$ cat src/rtl/axi_tgen_pkg.sv
// Shared types and AXI encodings for the single-burst write/read-back traffic generator.
package axi_tgen_pkg;

  typedef enum logic [2:0] {
    StIdle,
    StAw,
    StW,
    StB,
    StAr,
    StR,
    StFin
  } tgen_state_e;

  localparam logic [1:0] BURST_INCR = 2'b01;
  localparam logic [2:0] SIZE_4B    = 3'd2;

  // AXI SIZE encoding for a full-width beat.
  function automatic logic [2:0] axi_size(input int unsigned data_w);
    return 3'($clog2(data_w / 8));
  endfunction

endpackage

$ cat src/rtl/axi_if.sv
// AXI4 bus bundle (single ID, no QoS/cache/prot/lock) with master and slave views.
interface axi_if #(
  parameter int unsigned ADDR_W = 16,
  parameter int unsigned DATA_W = 32,
  parameter int unsigned ID_W   = 4
);

  logic [ID_W-1:0]     awid;
  logic [ADDR_W-1:0]   awaddr;
  logic [7:0]          awlen;
  logic [2:0]          awsize;
  logic [1:0]          awburst;
  logic                awvalid;
  logic                awready;

  logic [DATA_W-1:0]   wdata;
  logic [DATA_W/8-1:0] wstrb;
  logic                wlast;
  logic                wvalid;
  logic                wready;

  logic [ID_W-1:0]     bid;
  logic [1:0]          bresp;
  logic                bvalid;
  logic                bready;

  logic [ID_W-1:0]     arid;
  logic [ADDR_W-1:0]   araddr;
  logic [7:0]          arlen;
  logic [2:0]          arsize;
  logic [1:0]          arburst;
  logic                arvalid;
  logic                arready;

  logic [ID_W-1:0]     rid;
  logic [DATA_W-1:0]   rdata;
  logic [1:0]          rresp;
  logic                rlast;
  logic                rvalid;
  logic                rready;

  modport master (
    output awid, awaddr, awlen, awsize, awburst, awvalid,
    input  awready,
    output wdata, wstrb, wlast, wvalid,
    input  wready,
    input  bid, bresp, bvalid,
    output bready,
    output arid, araddr, arlen, arsize, arburst, arvalid,
    input  arready,
    input  rid, rdata, rresp, rlast, rvalid,
    output rready
  );

  modport slave (
    input  awid, awaddr, awlen, awsize, awburst, awvalid,
    output awready,
    input  wdata, wstrb, wlast, wvalid,
    output wready,
    output bid, bresp, bvalid,
    input  bready,
    input  arid, araddr, arlen, arsize, arburst, arvalid,
    output arready,
    output rid, rdata, rresp, rlast, rvalid,
    input  rready
  );

endinterface

$ cat src/rtl/axi_tgen_pattern.sv
// Data pattern generator: beat k of a burst carries seed + k, wrapping at DATA_W bits.
module axi_tgen_pattern #(
  parameter int unsigned DATA_W = 32
) (
  input  logic [DATA_W-1:0] seed_i,
  input  logic [7:0]        beat_i,
  output logic [DATA_W-1:0] data_o
);

  assign data_o = seed_i + DATA_W'(beat_i);

endmodule

$ cat src/rtl/axi_traffic_gen.sv
// Runs one INCR write burst then reads it back and counts mismatches.
// Read-back comparison is built only when AXI_TGEN_CHECK_EN is defined.
module axi_traffic_gen
  import axi_tgen_pkg::*;
#(
  parameter int unsigned ADDR_W = 16,
  parameter int unsigned DATA_W = 32,
  parameter int unsigned ID_W   = 4,
  parameter int unsigned TXN_ID = 1
) (
  input  logic              aclk,
  input  logic              areset,
  input  logic              start,
  input  logic [ADDR_W-1:0] base_addr,
  input  logic [7:0]        burst_len,
  input  logic [DATA_W-1:0] seed,
  output logic              busy,
  output logic              done,
  output logic [7:0]        err_cnt,
  axi_if.master             axi_m
);

  localparam logic [2:0] AxSize = axi_size(DATA_W);

  tgen_state_e       state_q, state_d;
  logic [7:0]        beat_q, beat_d;
  logic [ADDR_W-1:0] addr_q, addr_d;
  logic [7:0]        len_q, len_d;
  logic [DATA_W-1:0] seed_q, seed_d;
  logic              busy_q, busy_d;
  logic              done_q, done_d;

  logic [DATA_W-1:0] pat;
  logic              last_beat;
  logic              start_ok;

  // W and R phases never overlap, so one generator serves both.
  axi_tgen_pattern #(
    .DATA_W (DATA_W)
  ) u_pattern (
    .seed_i (seed_q),
    .beat_i (beat_q),
    .data_o (pat)
  );

  assign last_beat = (beat_q == len_q);
  assign start_ok  = (state_q == StIdle) && start;

  always_comb begin
    state_d = state_q;
    beat_d  = beat_q;
    addr_d  = addr_q;
    len_d   = len_q;
    seed_d  = seed_q;
    busy_d  = busy_q;
    done_d  = done_q;
    unique case (state_q)
      StIdle: begin
        if (start) begin
          state_d = StAw;
          addr_d  = {base_addr[ADDR_W-1:2], 2'b00};
          len_d   = burst_len;
          seed_d  = seed;
          beat_d  = '0;
          busy_d  = 1'b1;
          done_d  = 1'b0;
        end
      end
      StAw: begin
        if (axi_m.awready) begin
          state_d = StW;
          beat_d  = '0;
        end
      end
      StW: begin
        if (axi_m.wready) begin
          if (last_beat) begin
            state_d = StB;
            beat_d  = '0;
          end else begin
            beat_d = beat_q + 8'd1;
          end
        end
      end
      StB: begin
        if (axi_m.bvalid) state_d = StAr;
      end
      StAr: begin
        if (axi_m.arready) begin
          state_d = StR;
          beat_d  = '0;
        end
      end
      StR: begin
        if (axi_m.rvalid) begin
          if (last_beat) begin
            state_d = StFin;
            beat_d  = '0;
            busy_d  = 1'b0;
            done_d  = 1'b1;
          end else begin
            beat_d = beat_q + 8'd1;
          end
        end
      end
      StFin: state_d = StIdle;
      default: state_d = StIdle;
    endcase
  end

  always_ff @(posedge aclk or posedge areset) begin
    if (areset) begin
      state_q <= StIdle;
      beat_q  <= '0;
      addr_q  <= '0;
      len_q   <= '0;
      seed_q  <= '0;
      busy_q  <= 1'b0;
      done_q  <= 1'b0;
    end else begin
      state_q <= state_d;
      beat_q  <= beat_d;
      addr_q  <= addr_d;
      len_q   <= len_d;
      seed_q  <= seed_d;
      busy_q  <= busy_d;
      done_q  <= done_d;
    end
  end

  assign busy = busy_q;
  assign done = done_q;

  // Channel outputs decode straight from the state register, so reset clears them at once.
  assign axi_m.awid    = ID_W'(TXN_ID);
  assign axi_m.awaddr  = addr_q;
  assign axi_m.awlen   = len_q;
  assign axi_m.awsize  = AxSize;
  assign axi_m.awburst = BURST_INCR;
  assign axi_m.awvalid = (state_q == StAw);

  assign axi_m.wdata   = pat;
  assign axi_m.wstrb   = '1;
  assign axi_m.wlast   = (state_q == StW) && last_beat;
  assign axi_m.wvalid  = (state_q == StW);

  assign axi_m.bready  = (state_q == StB);

  assign axi_m.arid    = ID_W'(TXN_ID);
  assign axi_m.araddr  = addr_q;
  assign axi_m.arlen   = len_q;
  assign axi_m.arsize  = AxSize;
  assign axi_m.arburst = BURST_INCR;
  assign axi_m.arvalid = (state_q == StAr);

  assign axi_m.rready  = (state_q == StR);

`ifdef AXI_TGEN_CHECK_EN
  logic [7:0] err_q, err_d;
  logic       beat_bad;

  // A bad data word and a misplaced RLAST on the same beat count once.
  assign beat_bad = (axi_m.rdata != pat) || (axi_m.rlast != last_beat);

  always_comb begin
    err_d = err_q;
    if (start_ok) begin
      err_d = '0;
    end else if ((state_q == StR) && axi_m.rvalid && beat_bad && (err_q != 8'hFF)) begin
      err_d = err_q + 8'd1;
    end
  end

  always_ff @(posedge aclk or posedge areset) begin
    if (areset) begin
      err_q <= '0;
    end else begin
      err_q <= err_d;
    end
  end

  assign err_cnt = err_q;
`else
  assign err_cnt = '0;
`endif

endmodule

$ cat src/flat_wrapper.sv
// flat-port wrapper written by rule: the top's interface ports become plain ports
module axi_traffic_gen_flat import axi_tgen_pkg::*;
#(
  parameter int unsigned ADDR_W = 16,
  parameter int unsigned DATA_W = 32,
  parameter int unsigned ID_W   = 4,
  parameter int unsigned TXN_ID = 1
)
  (aclk, areset, start, base_addr, burst_len, seed, busy, done, err_cnt, axi_m_awid, axi_m_awaddr, axi_m_awlen, axi_m_awsize, axi_m_awburst, axi_m_awvalid, axi_m_awready, axi_m_wdata, axi_m_wstrb, axi_m_wlast, axi_m_wvalid, axi_m_wready, axi_m_bid, axi_m_bresp, axi_m_bvalid, axi_m_bready, axi_m_arid, axi_m_araddr, axi_m_arlen, axi_m_arsize, axi_m_arburst, axi_m_arvalid, axi_m_arready, axi_m_rid, axi_m_rdata, axi_m_rresp, axi_m_rlast, axi_m_rvalid, axi_m_rready);
  axi_if #(.ADDR_W(ADDR_W), .DATA_W(DATA_W), .ID_W(ID_W)) axi_m_i ();
  input  logic aclk;
  input  logic areset;
  input  logic start;
  input  logic [ADDR_W-1:0] base_addr;
  input  logic [7:0] burst_len;
  input  logic [DATA_W-1:0] seed;
  output logic busy;
  output logic done;
  output logic [7:0] err_cnt;
  output wire logic [$bits(axi_m_i.awid)-1:0] axi_m_awid;
  output wire logic [$bits(axi_m_i.awaddr)-1:0] axi_m_awaddr;
  output wire logic [$bits(axi_m_i.awlen)-1:0] axi_m_awlen;
  output wire logic [$bits(axi_m_i.awsize)-1:0] axi_m_awsize;
  output wire logic [$bits(axi_m_i.awburst)-1:0] axi_m_awburst;
  output wire logic [$bits(axi_m_i.awvalid)-1:0] axi_m_awvalid;
  input wire logic [$bits(axi_m_i.awready)-1:0] axi_m_awready;
  output wire logic [$bits(axi_m_i.wdata)-1:0] axi_m_wdata;
  output wire logic [$bits(axi_m_i.wstrb)-1:0] axi_m_wstrb;
  output wire logic [$bits(axi_m_i.wlast)-1:0] axi_m_wlast;
  output wire logic [$bits(axi_m_i.wvalid)-1:0] axi_m_wvalid;
  input wire logic [$bits(axi_m_i.wready)-1:0] axi_m_wready;
  input wire logic [$bits(axi_m_i.bid)-1:0] axi_m_bid;
  input wire logic [$bits(axi_m_i.bresp)-1:0] axi_m_bresp;
  input wire logic [$bits(axi_m_i.bvalid)-1:0] axi_m_bvalid;
  output wire logic [$bits(axi_m_i.bready)-1:0] axi_m_bready;
  output wire logic [$bits(axi_m_i.arid)-1:0] axi_m_arid;
  output wire logic [$bits(axi_m_i.araddr)-1:0] axi_m_araddr;
  output wire logic [$bits(axi_m_i.arlen)-1:0] axi_m_arlen;
  output wire logic [$bits(axi_m_i.arsize)-1:0] axi_m_arsize;
  output wire logic [$bits(axi_m_i.arburst)-1:0] axi_m_arburst;
  output wire logic [$bits(axi_m_i.arvalid)-1:0] axi_m_arvalid;
  input wire logic [$bits(axi_m_i.arready)-1:0] axi_m_arready;
  input wire logic [$bits(axi_m_i.rid)-1:0] axi_m_rid;
  input wire logic [$bits(axi_m_i.rdata)-1:0] axi_m_rdata;
  input wire logic [$bits(axi_m_i.rresp)-1:0] axi_m_rresp;
  input wire logic [$bits(axi_m_i.rlast)-1:0] axi_m_rlast;
  input wire logic [$bits(axi_m_i.rvalid)-1:0] axi_m_rvalid;
  output wire logic [$bits(axi_m_i.rready)-1:0] axi_m_rready;
  assign axi_m_awid = axi_m_i.awid;
  assign axi_m_awaddr = axi_m_i.awaddr;
  assign axi_m_awlen = axi_m_i.awlen;
  assign axi_m_awsize = axi_m_i.awsize;
  assign axi_m_awburst = axi_m_i.awburst;
  assign axi_m_awvalid = axi_m_i.awvalid;
  assign axi_m_i.awready = axi_m_awready;
  assign axi_m_wdata = axi_m_i.wdata;
  assign axi_m_wstrb = axi_m_i.wstrb;
  assign axi_m_wlast = axi_m_i.wlast;
  assign axi_m_wvalid = axi_m_i.wvalid;
  assign axi_m_i.wready = axi_m_wready;
  assign axi_m_i.bid = axi_m_bid;
  assign axi_m_i.bresp = axi_m_bresp;
  assign axi_m_i.bvalid = axi_m_bvalid;
  assign axi_m_bready = axi_m_i.bready;
  assign axi_m_arid = axi_m_i.arid;
  assign axi_m_araddr = axi_m_i.araddr;
  assign axi_m_arlen = axi_m_i.arlen;
  assign axi_m_arsize = axi_m_i.arsize;
  assign axi_m_arburst = axi_m_i.arburst;
  assign axi_m_arvalid = axi_m_i.arvalid;
  assign axi_m_i.arready = axi_m_arready;
  assign axi_m_i.rid = axi_m_rid;
  assign axi_m_i.rdata = axi_m_rdata;
  assign axi_m_i.rresp = axi_m_rresp;
  assign axi_m_i.rlast = axi_m_rlast;
  assign axi_m_i.rvalid = axi_m_rvalid;
  assign axi_m_rready = axi_m_i.rready;
  axi_traffic_gen #(.ADDR_W(ADDR_W), .DATA_W(DATA_W), .ID_W(ID_W), .TXN_ID(TXN_ID)) u_core (.aclk(aclk), .areset(areset), .start(start), .base_addr(base_addr), .burst_len(burst_len), .seed(seed), .busy(busy), .done(done), .err_cnt(err_cnt), .axi_m(axi_m_i));
endmodule
$ cat config.mk
export PLATFORM = sky130hd
export DESIGN_NAME = axi_traffic_gen_flat
export DESIGN_NICKNAME = d
export VERILOG_FILES = /design/src/rtl/axi_tgen_pkg.sv /design/src/rtl/axi_if.sv /design/src/rtl/axi_tgen_pattern.sv /design/src/rtl/axi_traffic_gen.sv /design/src/flat_wrapper.sv
export SDC_FILE = /design/constraint.sdc
export NUM_CORES = 1
export LEC_CHECK = 0
export ABC_CLOCK_PERIOD_IN_PS = 2960
export CELL_PAD_IN_SITES_DETAIL_PLACEMENT = 0
export CELL_PAD_IN_SITES_GLOBAL_PLACEMENT = 1
export CORE_ASPECT_RATIO = 0.9
export CORE_MARGIN = 8
export CORE_UTILIZATION = 26
export CTS_CLUSTER_SIZE = 24
export DETAILED_ROUTE_END_ITERATION = 8
export PLACE_DENSITY = 0.8
export RECOVER_POWER = 100
export SKIP_CTS_REPAIR_TIMING = 1
export SLEW_MARGIN = 5
export SYNTH_ARGS = -nofsm -noshare
export SYNTH_HDL_FRONTEND = slang
export SYNTH_SLANG_ARGS = --single-unit
$ cat constraint.sdc
create_clock -name aclk -period 2.96 [get_ports aclk]
set_clock_uncertainty 0.1 [all_clocks]
set_input_delay 0.592 -clock aclk [delete_from_list [all_inputs] [get_ports aclk]]
set_output_delay 0.592 -clock aclk [all_outputs]
set_load 0.01 [all_outputs]
==> impl_metrics.yaml <==
synth:
  yosys.area.top_type: "dfrtp_1"
  syn_area_um2: 4095
  ys_warn_count: 0
  netlist_instances: 389
  yosysTopAreaCellShare_pct: 40.94
  synthFlopType: "dfrtp_1"
  yosysUniqueCellTypes: 53
  yosys-top-cells-count: "dfrtp_1 (67), buf_4 (56), mux2_2 (51)"
  yosysMostFrequentCell: "dfrtp_1"
  yosys-top-cells-area: "dfrtp_1 (41%), mux2_2 (14%), buf_4 (10%)"
  avgSynthCellArea_um2: 10.53
  synth-edff-count: 0
  seq_area_frac_synth_pct: 40.94
  synthArstFlopShare_pct: 100.0
  ys_seq_elements: 67
drt:
  wl_per_cell_um: 15.56
  avgViaCountPerCell: 4.335
  drc: 0
  first_iter_violations: 106
  routed_wl_um: 11790
  firstDrtPassIters: 4
  ant_nets: 0
  vias: 3286
layout:
  final_cell_area_um2: 6128
  drive_gt1_share_pct: 30.94
  utilization_pct: 39.83
  diodes: 0
  syn_to_final_growth_pct: 49.65
  nets: 671
  fin_cells: 758
critical_path:
  slowest_delay_ns: 0.38
  slowest_stage: "dfrtp_1"
  endpoint_kind: "output pin"
  cp.required_ns: 2.27
  path_cells: "ha_2 -> fa_2 -> a21o_1 -> a221oi_2 -> nor2_1 -> nor2_1 -> buf_4 -> nor4_1 -> xnor2_1 -> buf_2"
  arrival_ns: 2.58
  timing.critical_path.fanout_max: 2
  crit_top_cell: "nor2_1"
  worstSetupPathType: "flip-flop to output pin"
  critPathLaunchType: "flip-flop"
sta:
  finalWorstSetupSlack_ns: -0.3161
  post-route-period-util_pct: 110.7
  period_minus_slack_ns: 3.276
  holdWs_ns: 0.4251
  rsz0062_at_grt: "yes"
  worstMarginPinSlew_ns: 1.508
  slew_headroom_pct: -0.5639
  hold_violations: 0
  tns_ns: -3.341
  setup_violations: 16
  max_freq_mhz: 305.2
  drv_slew: 58
clock_tree:
  cts.sinks: 67
  cts-buffers-inserted: 9
  h-tree-depth: 3
  cts_root_buffer: "clkbuf_16"
  clk_pin_slew_ns: 0.06
  clk_latency_ns: 0.34
  cts_tree: "built"
  clk_path_buf_depth: 2
die:
  die_w_um: 148.3
  core_um2: 15390
  start_util_pct: 26.61
  die_area_um2: 20030
  io_pins: 227
  row_count: 43
  die_y_um: 135.1
placement:
  place_area_um2: 5743
  dp.cells: 736
  globalplace.congestion: 0.7672
  hpwl_um: 8933
  io_buffers: 145
  dp_slack_ns: -0.4635
global_route:
  grt-ovfl-total: 0
  grt_pass1_vias: 3551
  grt_use_total_pct: 11.75
  grt_pass1_wl_um: 18660
  grt_start_max_net_pins: 58
  antenna_found_initial: 0
run:
  maxCapViolCount: 1
power:
  vdd_drop_max_v: 0.0003854
  power_leakage_nw: 2.638
  p_total_mw: 5.789
  power_density_nw_per_um2: 944.7
run_status:
  violations: "capacitance limit, slew limit, setup timing"
  status: "finished with violations"
min_path:
  hold_class: "flip-flop to flip-flop"
==> cell usage in the layout (no fill, tap or decap), types with 3 or more instances in the layout <==
master,Yosys,final
dfrtp_1,67,67
clkdlybuf4s50_1,0,62
dlygate4sd3_1,0,54
mux2_2,51,51
buf_4,56,35
conb_1,2,34
xnor2_1,25,19
buf_2,7,19
nor2_1,19,17
o21ai_0,17,17
nand2_1,18,15
xor2_1,12,11
nand3_1,10,9
inv_1,9,9
clkbuf_16,0,9
and3_1,8,8
nor2_4,1,8
clkbuf_1,3,7
clkbuf_2,0,7
nand2b_1,6,6
nor2b_1,6,6
xnor2_2,0,6
ha_1,9,6
a21oi_1,7,5
a21o_1,4,4
o31ai_1,3,3
nand2_2,0,3
==> power by group <==
group	internal, mW	leakage (nW)	total (mW)	switching, mW
clock network	0.692	0.146	1.08	0.388
logic	1.62	1.68	2.95	1.33
registers	1.33	0.810	1.76	0.427
total	3.64	2.64	5.79	2.15
==> logic make-up (layout without fill, tap and decap cells) <==
logic type	Yosys count	in the layout	synth area share, %
compound gates	50	50	8.097
xor+xnor	38	38	8.311
fa+ha+maj	10	10	3.239
buf+inv	76	211	12.31
flops	67	67	40.94
mux	51	51	14.02
other cells	2	34	0.1834
simple gates	95	95	12.89
==> layer usage <==
layer  GRT usage, %  wire length, um  part of all wire (%)
met1          13.81             4965                    42
met2          19.31             5791                    49
met3          4.716              912                   7.7
met4          3.565              122                   1.0
met5              0                0                     0
==> worst max-delay path: cells and delay by family, from the launching register on <==
| kind | cells | cell delay, ns |
|---|---|---|
| flip-flops | 1 | 0.38 |
| AND/OR/NAND/NOR | 3 | 0.34 |
| buffers and inverters | 2 | 0.31 |
| adder cells (fa/ha/maj) | 2 | 0.54 |
| AO/OA/AOI/OAI | 2 | 0.49 |
| XOR/XNOR | 1 | 0.19 |
==> area by class of cell <==
type	count	area (um2)
flip-flops and latches	67	1677
clock buffers	13	260.3
clock inverters	2	35.03
multi-input cells	278	2240
fillers	1501	9259
inverters	9	33.78
well taps	202	252.7
repair buffers	187	1630
==> state kept, by name, summed over array words and instances (netlist names) <==
| signal | flops |
|---|---|
| u_core.beat_q | 8 |
| u_core.axi_m.arlen | 8 |
| u_core.busy | 1 |
| u_core.axi_m.araddr | 14 |
| u_core.state_q | 3 |
| u_core.seed_q | 32 |
| u_core.done | 1 |
==> path summary, 6_finish.rpt <==
path,end,from,cells past startpoint,slack (ns)
worst min-delay path,u_core.seed_q[7],u_core.seed_q[7],1,0.43
max in group asynchronous,u_core.seed_q[16],areset,3,0.65
min in group asynchronous,u_core.seed_q[28],areset,2,0.85
worst max-delay path,axi_m_wdata[18],u_core.seed_q[0],10,-0.32
worst min register to register,u_core.seed_q[7],u_core.seed_q[7],1,0.43
worst max register to register,u_core.seed_q[26],u_core.state_q[0],3,0.23
Power figures use the tool's default switching activity.
